$ cat config.mk
export PLATFORM = sky130hd
export DESIGN_NAME = aes_round_ctrl
export DESIGN_NICKNAME = d
export VERILOG_FILES = /design/src/rtl/aes_ctrl_pkg.sv /design/src/rtl/aes_round_cnt.sv /design/src/rtl/aes_round_ctrl.sv
export SDC_FILE = /design/constraint.sdc
export NUM_CORES = 1
export LEC_CHECK = 0
export CAP_MARGIN = 40
export CORE_AREA = 2 2 46 48
export CTS_BUF_LIST = sky130_fd_sc_hd__clkbuf_8
export DETAILED_ROUTE_END_ITERATION = 10
export DIE_AREA = 0 0 48 50
export GPL_ROUTABILITY_DRIVEN = 0
export PLACE_DENSITY = 0.58
export RECOVER_POWER = 100
export SLEW_MARGIN = 10
export SYNTH_ARGS = -nofsm -noshare
export SYNTH_HDL_FRONTEND = slang
export SYNTH_SLANG_ARGS = --single-unit
export TNS_END_PERCENT = 30
$ cat constraint.sdc
create_clock -name clk -period 1.9 [get_ports clk]
set_clock_uncertainty 0.15 [all_clocks]
set_input_delay 0.38 -clock clk [delete_from_list [all_inputs] [get_ports clk]]
set_output_delay 0.38 -clock clk [all_outputs]
set_load 0.1 [all_outputs]
$ cat src/rtl/aes_ctrl_pkg.sv
// -----------------------------------------------------------------------------
// aes_ctrl_pkg
// Shared types and constants for the AES-128 round sequencer.
//   ctrl_state_t  : FSM state encoding used by aes_round_ctrl.
//   AES128_ROUNDS : round count after the initial AddRoundKey for AES-128.
// -----------------------------------------------------------------------------
package aes_ctrl_pkg;

  localparam int AES128_ROUNDS = 10;

  typedef enum logic [2:0] {
    IDLE     = 3'd0,
    INIT_ADD = 3'd1,
    SUB      = 3'd2,
    SHIFT    = 3'd3,
    MIX      = 3'd4,
    ADD      = 3'd5,
    DONE     = 3'd6
  } ctrl_state_t;

endpackage

$ cat src/rtl/aes_round_cnt.sv
// -----------------------------------------------------------------------------
// aes_round_cnt
// Round index register for the AES round sequencer. The index selects the
// key-schedule word and is bounded by the controller, so it never wraps.
// Ports:
//   i_clk    : system clock, rising edge
//   i_n_rst  : asynchronous active-low reset (index -> 0)
//   i_clr    : synchronous clear to 0 (wins over i_inc)
//   i_inc    : synchronous increment by 1
//   o_cnt    : current round index, RND_BITS wide
// -----------------------------------------------------------------------------
module aes_round_cnt #(
  parameter int RND_BITS = 4
) (
  input  logic                i_clk,
  input  logic                i_n_rst,
  input  logic                i_clr,
  input  logic                i_inc,
  output logic [RND_BITS-1:0] o_cnt
);

  logic [RND_BITS-1:0] r_cnt;

  always_ff @(posedge i_clk or negedge i_n_rst) begin
    if (!i_n_rst) begin
      r_cnt <= '0;
    end else if (i_clr) begin
      r_cnt <= '0;
    end else if (i_inc) begin
      r_cnt <= r_cnt + RND_BITS'(1);
    end
  end

  assign o_cnt = r_cnt;

endmodule

$ cat src/rtl/aes_round_ctrl.sv
// -----------------------------------------------------------------------------
// aes_round_ctrl
// Per-block sequencing FSM for the AES-128 encrypt datapath. Steps the
// datapath through the initial AddRoundKey, NUM_ROUNDS-1 full rounds and a
// final round without MixColumns, then offers the result.
//
// Handshakes (both strict valid/ready):
//   start/ready         : a block begins on a cycle with start=1 and ready=1;
//                         ready is high only in IDLE, start at other times is
//                         dropped, never queued.
//   out_valid/out_ready : out_valid is held until a cycle with out_ready=1;
//                         that cycle is the transfer and also pulses
//                         count_enable for the downstream block counter.
//
// Ports:
//   clk, n_rst      : clock (rising edge), asynchronous active-low reset
//   start, ready    : block-start handshake
//   out_valid, out_ready : result handshake
//   sub_bytes_en, shift_rows_en, mix_cols_en, add_key_en : one-hot
//                     datapath strobes, Moore decodes of the state
//   round_idx       : current round number / key-schedule index
//   count_enable    : one-cycle pulse per accepted result
//   done_flag       : batch-count reached, from the flex_counter
//   batch_done      : done_flag registered by one cycle
//   o_dbg_state     : current FSM state, for observation only
//
// Optional feature, macro AES_ROUND_CTRL_STALL_EN: adds input stall, which
// freezes state and round_idx and blanks all strobes in every state except
// IDLE and DONE.
// -----------------------------------------------------------------------------
module aes_round_ctrl
  import aes_ctrl_pkg::*;
#(
  parameter int NUM_ROUNDS = AES128_ROUNDS,
  parameter int RND_BITS   = 4
) (
  input  logic                clk,
  input  logic                n_rst,
  input  logic                start,
  output logic                ready,
  input  logic                out_ready,
  output logic                out_valid,
  output logic                sub_bytes_en,
  output logic                shift_rows_en,
  output logic                mix_cols_en,
  output logic                add_key_en,
  output logic [RND_BITS-1:0] round_idx,
  output logic                count_enable,
  input  logic                done_flag,
  output logic                batch_done,
`ifdef AES_ROUND_CTRL_STALL_EN
  input  logic                stall,
`endif
  output ctrl_state_t         o_dbg_state
);

  localparam logic [RND_BITS-1:0] LP_LAST = RND_BITS'(NUM_ROUNDS);

  ctrl_state_t         r_state;
  ctrl_state_t         w_next;
  logic                w_clr;
  logic                w_inc;
  logic                w_adv;
  logic                w_last;
  logic [RND_BITS-1:0] w_round;
  logic                r_batch_done;

`ifdef AES_ROUND_CTRL_STALL_EN
  assign w_adv = ~stall;
`else
  assign w_adv = 1'b1;
`endif

  assign w_last = (w_round == LP_LAST);

  aes_round_cnt #(
    .RND_BITS (RND_BITS)
  ) u_round_cnt (
    .i_clk   (clk),
    .i_n_rst (n_rst),
    .i_clr   (w_clr),
    .i_inc   (w_inc),
    .o_cnt   (w_round)
  );

  always_ff @(posedge clk or negedge n_rst) begin
    if (!n_rst) begin
      r_state <= IDLE;
    end else begin
      r_state <= w_next;
    end
  end

  // w_adv only matters in the round states; IDLE and DONE never look at it.
  always_comb begin
    w_next        = r_state;
    w_clr         = 1'b0;
    w_inc         = 1'b0;
    ready         = 1'b0;
    out_valid     = 1'b0;
    count_enable  = 1'b0;
    sub_bytes_en  = 1'b0;
    shift_rows_en = 1'b0;
    mix_cols_en   = 1'b0;
    add_key_en    = 1'b0;
    unique case (r_state)
      IDLE: begin
        ready = 1'b1;
        if (start) begin
          w_next = INIT_ADD;
          w_clr  = 1'b1;
        end
      end
      INIT_ADD: begin
        add_key_en = w_adv;
        if (w_adv) begin
          w_next = SUB;
          w_inc  = 1'b1;
        end
      end
      SUB: begin
        sub_bytes_en = w_adv;
        if (w_adv) w_next = SHIFT;
      end
      SHIFT: begin
        shift_rows_en = w_adv;
        // The final round skips MixColumns.
        if (w_adv) w_next = w_last ? ADD : MIX;
      end
      MIX: begin
        mix_cols_en = w_adv;
        if (w_adv) w_next = ADD;
      end
      ADD: begin
        add_key_en = w_adv;
        if (w_adv) begin
          if (w_last) begin
            w_next = DONE;
          end else begin
            w_next = SUB;
            w_inc  = 1'b1;
          end
        end
      end
      DONE: begin
        out_valid = 1'b1;
        if (out_ready) begin
          w_next       = IDLE;
          count_enable = 1'b1;
        end
      end
      default: begin
        w_next = IDLE;
      end
    endcase
  end

  always_ff @(posedge clk or negedge n_rst) begin
    if (!n_rst) begin
      r_batch_done <= 1'b0;
    end else begin
      r_batch_done <= done_flag;
    end
  end

  assign batch_done  = r_batch_done;
  assign round_idx   = w_round;
  assign o_dbg_state = r_state;

endmodule
==> results.sh <==
export IMPL_hpwl_um=854
export IMPL_synth_seq_cells=8
export IMPL_drt_first_iter_violations=5
export IMPL_synth_simple_area_share=0.236
export IMPL_cts_made_buffers=3
export IMPL_ys_seq_area_frac=0.440
export IMPL_routed_via_count=448
export IMPL_max_slew_worst_pin_slew_ns=0.397
export IMPL_clock_path_buffers=2
export IMPL_dpl_cell_area_um2=892
export IMPL_clkSlewWorstSetupHoldPaths_ns=0.05
export IMPL_core_area_um2=1900
export IMPL_cp_required_ns=1.37
export IMPL_layout_drive_gt1_share=0.539
export IMPL_track_usage=0.110
export IMPL_die_w_um=48
export IMPL_grt_max_degree=14
export IMPL_start_util=0.239
export IMPL_synth_largest_area_cell="dfrtp_1"
export IMPL_syn_inst=47
export IMPL_dp_cells=91
export IMPL_yosysWarnings=0
export IMPL_reg2reg_slack_ns=0.20
export IMPL_cts_hold_buf=0
export IMPL_status="complete, no violations"
export IMPL_critical_path_class="flop to output port"
export IMPL_fin_area_um2=1010
export IMPL_synth_common_cells="8 x dfrtp_1, 5 x nand2_1, 4 x inv_1"
export IMPL_nets=84
export IMPL_fmax_mhz=537
export IMPL_die_y_um=50
export IMPL_worstSetupStartpointType="flop"
export IMPL_synth_nets=54
export IMPL_synthMuxAreaShare=0.0659
export IMPL_portBuffers=19
export IMPL_fin_crit_sh=0.980
export IMPL_synth_top_family_by_area="simple AND/OR/NAND/NOR gates"
export IMPL_ant_nets=0
export IMPL_synth_compound_area_frac=0.126
export IMPL_synthToLayoutAreaGrowth_pct=122
export IMPL_routed_wl_mm=1.18
export IMPL_syn_avg_cell_area_um2=9.69
export IMPL_num_fill_cells=163
export IMPL_ctsRootBufferMaster="clkbuf_8"
export IMPL_die_area_um2=2400
export IMPL_slew_viol_final=0
export IMPL_synth_xor_area_frac=0
export IMPL_num_rows=16
export IMPL_rsz0062_at_grt="yes"
export IMPL_yosysMostFrequentCell="dfrtp_1"
export IMPL_cap_viol_max_count=0
export IMPL_hold_viol_final=0
export IMPL_synth_area_top_cells="dfrtp_1 44%, mux2i_1 6.6%, ha_1 5.5%, nand2_1 4.1%, nor3_1 3.3%"
export IMPL_grt_overflow_total=0
export IMPL_drc=0
export IMPL_finalSetupTns_ns=0
export IMPL_netlist_area_um2=455
export IMPL_wire_per_inst_um=11.5
export IMPL_boundaryPins=20
export IMPL_clock_sinks=8
export IMPL_crit_fanout=10
export IMPL_clkLatencyLatePin_ns=0.23
export IMPL_drtPass1Iterations=4
export IMPL_synth_edf_count=0
export IMPL_setup_viol=0
export IMPL_ys_types=24
export IMPL_antennaDiodeCount=0
export IMPL_synth_top_cell_area_share=0.440
export IMPL_grt_pass1_vias=369
export IMPL_cp_arrival_ns=1.33
export IMPL_min_period_ns=1.86
export IMPL_endpoint_kind="output port"
export IMPL_grt_first_pass_wirelength_mm=1.81
export IMPL_htreeDepth=1
export IMPL_slew_headroom=0.735
export IMPL_synth_adder_area_share=0.0549
export IMPL_min_path_type="input port to async pin"
export IMPL_synth_flop_cell="dfrtp_1"
export IMPL_synthArstFlopShare=1.00
export IMPL_routed_via_density=4.35
export IMPL_cts_tree="yes"
export IMPL_antenna_found_initial=0
export IMPL_finalNonFillerCells=103
-- final timing paths --
path                                      start              endpoint  cells after the start
max in group asynchronous                 n_rst        o_dbg_state[2]                      1
hold reg to reg            u_round_cnt.o_cnt[3]  u_round_cnt.o_cnt[3]                      1
hold / removal                            n_rst        o_dbg_state[1]                      1
setup reg to reg                 o_dbg_state[2]  u_round_cnt.o_cnt[2]                      3
min in group clk                      out_ready        o_dbg_state[1]                      3
setup / recovery                 o_dbg_state[0]            add_key_en                      3
-- registers in the layout (all words and copies together) (netlist names) --
register           cells
batch_done             1
o_dbg_state            3
u_round_cnt.o_cnt      4
-- cell families (layout without fill, tap and decap cells) --
family,Yosys count,in the layout
compound gates,8,8
fa+ha+maj,2,2
buf+inv,7,36
flops,8,8
mux,3,3
simple gates,19,19
-- metrics by stage --
step	setup slack (ns)	utilization	hold WS (ns)
6_report	0.0380	0.532	0.359
5_1_grt	-0.00764	0.532	0.399
4_1_cts	0.00558	0.493	0.297
3_5_place_dp	0.0303	0.469	0.427
3_3_place_gp	0.0339	0.469	0.423
2_1_floorplan	-0.336	-	-0.0656
-- layer usage --
metal | vias to the layer above | track usage | wire length [um]
li1 | 219 | - | -
met1 | 209 | 0.148 | 492
met2 | 20 | 0.156 | 615
met3 | 0 | 0.0330 | 75
met4 | 0 | 0.0541 | 0
met5 | - | 0 | 0
-- timing repair --
| item | in CTS | in global routing |
|---|---|---|
| setup endpoints to repair | 0 | 3 |
| resized for setup | 0 | 1 |
| buffers inserted | 0 | 8 |
-- cell usage in the layout, fill, tap and decap left out, types with 2 or more instances in the layout --
cell type       n
buf_12         16
buf_4           8
nand2_1         5
dfrtp_1         5
inv_1           4
nor2_4          3
mux2i_1         3
clkbuf_8        3
dfrtp_4         3
nor3_4          2
a21oi_1         2
ha_1            2
dlygate4sd3_1   2
-- critical path, cell delays in order (launching register included) --
cell and delay (ns):
dfrtp_4 0.56, nand2b_1 0.20, clkinvlp_4 0.16, buf_12 0.18
-- layout make-up --
cell class,count,area (um^2),area share
flip-flops and latches,8,211,0.209
multi-input cells,32,280,0.277
well taps,27,33.8,0.0334
clock inverters,1,3.75,0.00371
repair buffers,28,423,0.418
inverters,4,18.8,0.0185
clock buffers,3,41.3,0.0408
Power is left out: the tool's default activity adds up to more than one toggle a clock period on the data nets, which glitch-free logic cannot reach.
